File: src/rtl/dbus_ahb_arbiter_pkg.sv
// Shared AHB-Lite encodings and command-bus field layout for the data-bus arbiter.
// Command word layout: {hprot[3:0], hburst[2:0], hsize[2:0], hwrite, htrans[1:0], haddr}.
package dbus_ahb_arbiter_pkg;

  typedef enum logic [1:0] {
    HTRANS_IDLE   = 2'b00,
    HTRANS_BUSY   = 2'b01,
    HTRANS_NONSEQ = 2'b10,
    HTRANS_SEQ    = 2'b11
  } htrans_e;

  typedef enum logic {
    OWN_M0 = 1'b0,
    OWN_M1 = 1'b1
  } owner_e;

  localparam logic [2:0] HBURST_SINGLE = 3'b000;

  // Field offsets are relative to the top of haddr; add AW to get absolute bit positions.
  localparam int CMD_TRANS_LSB = 0;
  localparam int CMD_BURST_LSB = 6;
  localparam int CMD_CTRL_W    = 13;

  function automatic logic is_switch_point(input logic [1:0] trans, input logic [2:0] burst);
    return (trans == HTRANS_IDLE) ||
           ((trans == HTRANS_NONSEQ) && (burst == HBURST_SINGLE));
  endfunction

endpackage

File: src/rtl/dbus_ahb_arbiter.sv
// Two-master AHB-Lite arbiter: LSU (m0) has fixed priority, a starvation counter
// forces the DMA/debug master (m1) ahead after STARVE_MAX lost arbitration points.
module dbus_ahb_arbiter
  import dbus_ahb_arbiter_pkg::*;
#(
  parameter int AW         = 32,
  parameter int DW         = 32,
  parameter int STARVE_MAX = 8
) (
  input  logic                     clk,
  input  logic                     rst,
  input  logic [AW+CMD_CTRL_W-1:0] m0_cmd,
  input  logic [DW-1:0]            m0_hwdata,
  output logic [DW-1:0]            m0_hrdata,
  output logic                     m0_hready,
  input  logic [AW+CMD_CTRL_W-1:0] m1_cmd,
  input  logic [DW-1:0]            m1_hwdata,
  output logic [DW-1:0]            m1_hrdata,
  output logic                     m1_hready,
  output logic [AW+CMD_CTRL_W-1:0] s_cmd,
  output logic [DW-1:0]            s_hwdata,
  input  logic [DW-1:0]            s_hrdata,
  input  logic                     s_hready,
  output logic                     grant_m1
);

  localparam int         CMD_W      = AW + CMD_CTRL_W;
  localparam int         TRANS_BIT  = AW + CMD_TRANS_LSB;
  localparam int         BURST_BIT  = AW + CMD_BURST_LSB;
  localparam logic [7:0] STARVE_LIM = 8'(STARVE_MAX);

  owner_e           r_aowner;
  owner_e           r_downer;
  owner_e           w_aowner_nxt;
  logic             r_dvalid;
  logic [7:0]       r_starve_cnt;
  logic [7:0]       w_starve_nxt;
  logic             w_req0;
  logic             w_req1;
  logic [CMD_W-1:0] w_own_cmd;
  logic [1:0]       w_own_trans;
  logic [2:0]       w_own_burst;
  logic             w_switch;

  assign w_req0      = m0_cmd[TRANS_BIT+1];
  assign w_req1      = m1_cmd[TRANS_BIT+1];
  assign w_own_cmd   = (r_aowner == OWN_M1) ? m1_cmd : m0_cmd;
  assign w_own_trans = w_own_cmd[TRANS_BIT +: 2];
  assign w_own_burst = w_own_cmd[BURST_BIT +: 3];
  // An owner mid-burst (SEQ, BUSY or a burst NONSEQ) is never preempted.
  assign w_switch    = s_hready && is_switch_point(w_own_trans, w_own_burst);

  assign s_cmd     = w_own_cmd;
  assign s_hwdata  = (r_downer == OWN_M1) ? m1_hwdata : m0_hwdata;
  assign m0_hrdata = s_hrdata;
  assign m1_hrdata = s_hrdata;
  assign grant_m1  = (r_aowner == OWN_M1);

  always_comb begin
    w_aowner_nxt = r_aowner;
    w_starve_nxt = r_starve_cnt;
    if (w_switch) begin
      if (w_req0 && (r_starve_cnt < STARVE_LIM)) begin
        w_aowner_nxt = OWN_M0;
      end else if (w_req1) begin
        w_aowner_nxt = OWN_M1;
      end else begin
        w_aowner_nxt = OWN_M0;
      end
      if (w_aowner_nxt == OWN_M1) begin
        w_starve_nxt = 8'd0;
      end else if (w_req1 && (r_starve_cnt != 8'hFF)) begin
        w_starve_nxt = r_starve_cnt + 8'd1;
      end else begin
        w_starve_nxt = r_starve_cnt;
      end
    end else begin
      w_aowner_nxt = r_aowner;
      w_starve_nxt = r_starve_cnt;
    end
  end

  always_ff @(posedge clk or posedge rst) begin
    if (rst) begin
      r_aowner     <= OWN_M0;
      r_downer     <= OWN_M0;
      r_dvalid     <= 1'b0;
      r_starve_cnt <= 8'd0;
    end else if (s_hready) begin
      r_aowner     <= w_aowner_nxt;
      r_starve_cnt <= w_starve_nxt;
      r_dvalid     <= w_own_trans[1];
      r_downer     <= r_aowner;
    end else begin
      r_aowner     <= r_aowner;
      r_downer     <= r_downer;
      r_dvalid     <= r_dvalid;
      r_starve_cnt <= r_starve_cnt;
    end
  end

  // A master sees the slave's ready only while it owns a phase; otherwise it is stalled if requesting.
  always_comb begin
    m0_hready = 1'b1;
    m1_hready = 1'b1;
    if ((r_aowner == OWN_M0) || (r_dvalid && (r_downer == OWN_M0))) begin
      m0_hready = s_hready;
    end else if (w_req0) begin
      m0_hready = 1'b0;
    end else begin
      m0_hready = 1'b1;
    end
    if ((r_aowner == OWN_M1) || (r_dvalid && (r_downer == OWN_M1))) begin
      m1_hready = s_hready;
    end else if (w_req1) begin
      m1_hready = 1'b0;
    end else begin
      m1_hready = 1'b1;
    end
  end

endmodule

File: config.mk
export PLATFORM = sky130hd
export DESIGN_NAME = dbus_ahb_arbiter
export DESIGN_NICKNAME = d
export VERILOG_FILES = /design/src/rtl/dbus_ahb_arbiter_pkg.sv /design/src/rtl/dbus_ahb_arbiter.sv
export SDC_FILE = /design/constraint.sdc
export NUM_CORES = 1
export LEC_CHECK = 0
export CAP_MARGIN = 40
export CORE_AREA = 10 10 123 125
export CTS_CLUSTER_SIZE = 25
export DETAILED_ROUTE_END_ITERATION = 16
export DIE_AREA = 0 0 133 135
export GPL_ROUTABILITY_DRIVEN = 0
export PLACE_DENSITY_LB_ADDON = 0.1
export SLEW_MARGIN = 40
export SYNTH_ARGS = -nofsm -noshare
export SYNTH_HDL_FRONTEND = slang
export SYNTH_SLANG_ARGS = --single-unit
File: constraint.sdc
create_clock -name clk -period 2.9 [get_ports clk]
set_input_delay 0.29 -clock clk [delete_from_list [all_inputs] [get_ports clk]]
set_output_delay 0.29 -clock clk [all_outputs]
set_load 0.02 [all_outputs]
==> key figures <==
Detailed routing
  – DRC: 0
  – TritonRoute pass-1 iters: 4
  – Detailed-route wire length: 11.4 mm
  – Initial DRC count: 35
  – Post-route ant nets: 0
  – DR vias: 2076
  – Avg WL per Cell: 20.9 um
  – Vias per cell: between 3 and 4

Clocking
  – Clk buf depth: 2
  – Clock root buffer: clkbuf_16
  – TritonCTS buffer count: 3
  – CTS tree: yes
  – CTS Hold Bufs: 0
  – Resized cells post-CTS: 0
  – Post-CTS setup buffer count: 0
  – Htree depth: 1
  – Clock insertion delay at the later pin of the skew report: 0.24 ns
  – Clk pin slew, worst setup/hold paths: 0.04 ns
  – Clk sinks: 11

Final layout
  – Most common cell after layout, fill and taps aside: clkdlybuf4s50_1
  – Filler cells: 1291
  – Finished Layout Cells: between 500 and 600
  – ANT cells: 0
  – Highest-count cells in the layout ignoring fill and taps: clkdlybuf4s50_1, mux2_2, dfrtp_1
  – Area delta synth->final: 110%
  – Core Util, Final: approximately a third
  – Share of cells above drive strength 1: between 20 and 25%
  – Fin nets: between 500 and 600

Floorplanning
  – DIE AREA: 0.0180 sq mm
  – Cell row count: 41
  – IO Pins: around 330
  – Die Wd: 133 um
  – Initial core utilization: between 10% and 20%
  – Core area: 0.0126 sq mm
  – Chip height: 135 um

Yosys
  – Synth top area cells: mux2_2, buf_4, dfrtp_1, buf_2, nand2_1
  – Cell variety after synth: 30
  – Synth Instances: 208
  – Post-synth ARST share: 100%
  – Area share of the largest cell type after synthesis: 43.7%
  – Top_reg_cell synth: dfrtp_1
  – Mean post-synth cell area: 9.41 sq um
  – Post-synth top area cell: mux2_2
  – Post-synth EDFFs: 0
  – Yosys warnings: 0
  – Register area share after synthesis: 14.1%
  – Yosys reg bits: 11
  – Mapped Nets: slightly below 400
  – Syn Std Cell Area: 0.00196 sq mm

Critical path
  – CP Depth: 3
  – Worst r2r path cells: 4
  – Setup crit start kind: flip-flop
  – Delay-heaviest family, CP: buffers and inverters
  – WP data required: approximately 2.6 ns
  – Critical path class: reg2out
  – R2r startpoint: grant_m1
  – Critical Path Sink: s_cmd[30]
  – Slowest cell on crit path: dfrtp_2
  – Capturing element type of the critical path: primary output
  – Slowest stage delay, CP: 0.71 ns
  – Bufs and invs on worst path: 2
  – CP Max Fanout: 28
  – R2r setup slk: 1.06 ns
  – Data arrival, critical path: approximately 2.1 ns
  – Worst setup path start: grant_m1
  – Worst-path cell chain: buf_12 > mux2_2 > clkdlybuf4s50_1
  – Reg2reg end: r_starve_cnt[5]

Timing
  – Slew headroom: 63.7%
  – Final setup skew: 0.00450 ns
  – Slew Limit Fails: 0
  – Min Tclk post-route: 2.42 ns
  – Slew of the pin with the lowest slew margin: 0.545 ns
  – Final setup viols: 0
  – Fin. Hold Viols: 0
  – Setup TNS: 0 ns
  – Fin crit share: 83.5%
  – RSZ-0062 raised after global routing: false
  – Achievable frequency: a little over 400 MHz

Place
  – # placed instances: 544
  – Port Buffer Count: 236
  – DP Wirelength: between 10 and 15 mm

GRT
  – GRT Util Overall: about an eighth
  – Initial antenna violation count: 0
  – Grt ovf: 0
  – First-pass GRT wire length: about 16 mm
  – Vias in the first global route: 2265
  – Largest net degree at the start of global routing: 33

Pwr
  – Power per cell area: 417 mW/mm^2
  – Static Leak: 1.53 nW
  – VDD IR-drop max: 0.000289 V

Min path
  – Hold crit path type: in2async

Outcome
  – Status: completed

Job
  – Max Cap Violations: 0
[synthesized netlist by cell type (2+ instances only)]
| master | count |
|---|---|
| inv_1 | 4 |
| a21oi_1 | 2 |
| dfrtp_1 | 11 |
| mux2_2 | 76 |
| o21ai_0 | 3 |
| clkbuf_1 | 2 |
| a41oi_1 | 2 |
| buf_4 | 64 |
| nand2b_1 | 2 |
| nand2_1 | 8 |
| buf_2 | 8 |
| nor2_1 | 4 |
| and2_1 | 3 |
| o21ai_1 | 3 |
[registers in the layout, summed over array words and instances, names as in the netlist]
register / cells
r_starve_cnt: 8
grant_m1: 1
r_dvalid: 1
r_downer: 1
[metrics by stage]
| step | worst slack [ns] | instance area (sq um) | power, mW | hold WS, ns |
|---|---|---|---|---|
| detailed placement | 0.677 | 4040 | 1.49 | 0.502 |
| global route | 0.360 | 4120 | 1.82 | 0.405 |
| global placement | 0.693 | 4040 | 1.49 | 0.483 |
| CTS | 0.429 | 4120 | 1.75 | 0.377 |
| floorplan | 0.920 | 1960 | 0.959 | 0.142 |
| finish | 0.478 | 4120 | 1.72 | 0.353 |
[final cells by class]
class	instances	area, sq um	area share [%]
Timing Repair Buffer	238	2390	58.1
Multi-Input combinational cell	119	1140	27.7
Sequential cell	11	277	6.72
Tap cell	172	215	5.23
Clock buffer	4	78.8	1.92
Inverter	4	15.0	0.365
[worst register-to-register path, cell delays in order, from the launching register on]
cell       delay (ns)
dfrtp_2          0.71
mux2i_1          0.37
o2111ai_2        0.28
nor2_2           0.28
nor2_1           0.08
[how the worst min path moves through the flow]
stage / end / slack (ns) / cells past startpoint
after CTS: r_starve_cnt[0] / 0.38 / 2
after global placement: r_starve_cnt[6] / 0.48 / 1
final: r_starve_cnt[2] / 0.35 / 2
after detailed placement: r_starve_cnt[6] / 0.50 / 1
after global routing: r_starve_cnt[0] / 0.41 / 2
after floorplan: grant_m1 / 0.14 / 1
[layer usage]
metal | track usage [%] | part of all wire (%) | vias up
met1 | 11.3 | 34 | 939
met2 | 23.5 | 57 | 129
met5 | 0 | 0 | -
met3 | 4.34 | 8.7 | 7
li1 | - | - | 1001
met4 | 1.16 | 0.34 | 0
[report_power, final]
group,internal [mW],switching [mW]
registers,0.176,0.0474
logic,0.719,0.524
clock network,0.184,0.0655
total,1.08,0.637
[kinds of logic (layout without fill, tap and decap cells)]
group / Yosys count / after routing / share of synthesized area (%)
DFF: 11 / 11 / 14.1
and+or+nand+nor: 25 / 25 / 7.48
muxes: 77 / 77 / 44.2
AOI/OAI and AO/OA: 16 / 16 / 5.88
buffers and inverters: 78 / 246 / 27.7
adders and majority gates: 1 / 1 / 0.639
(Power assumes the default switching activity.)
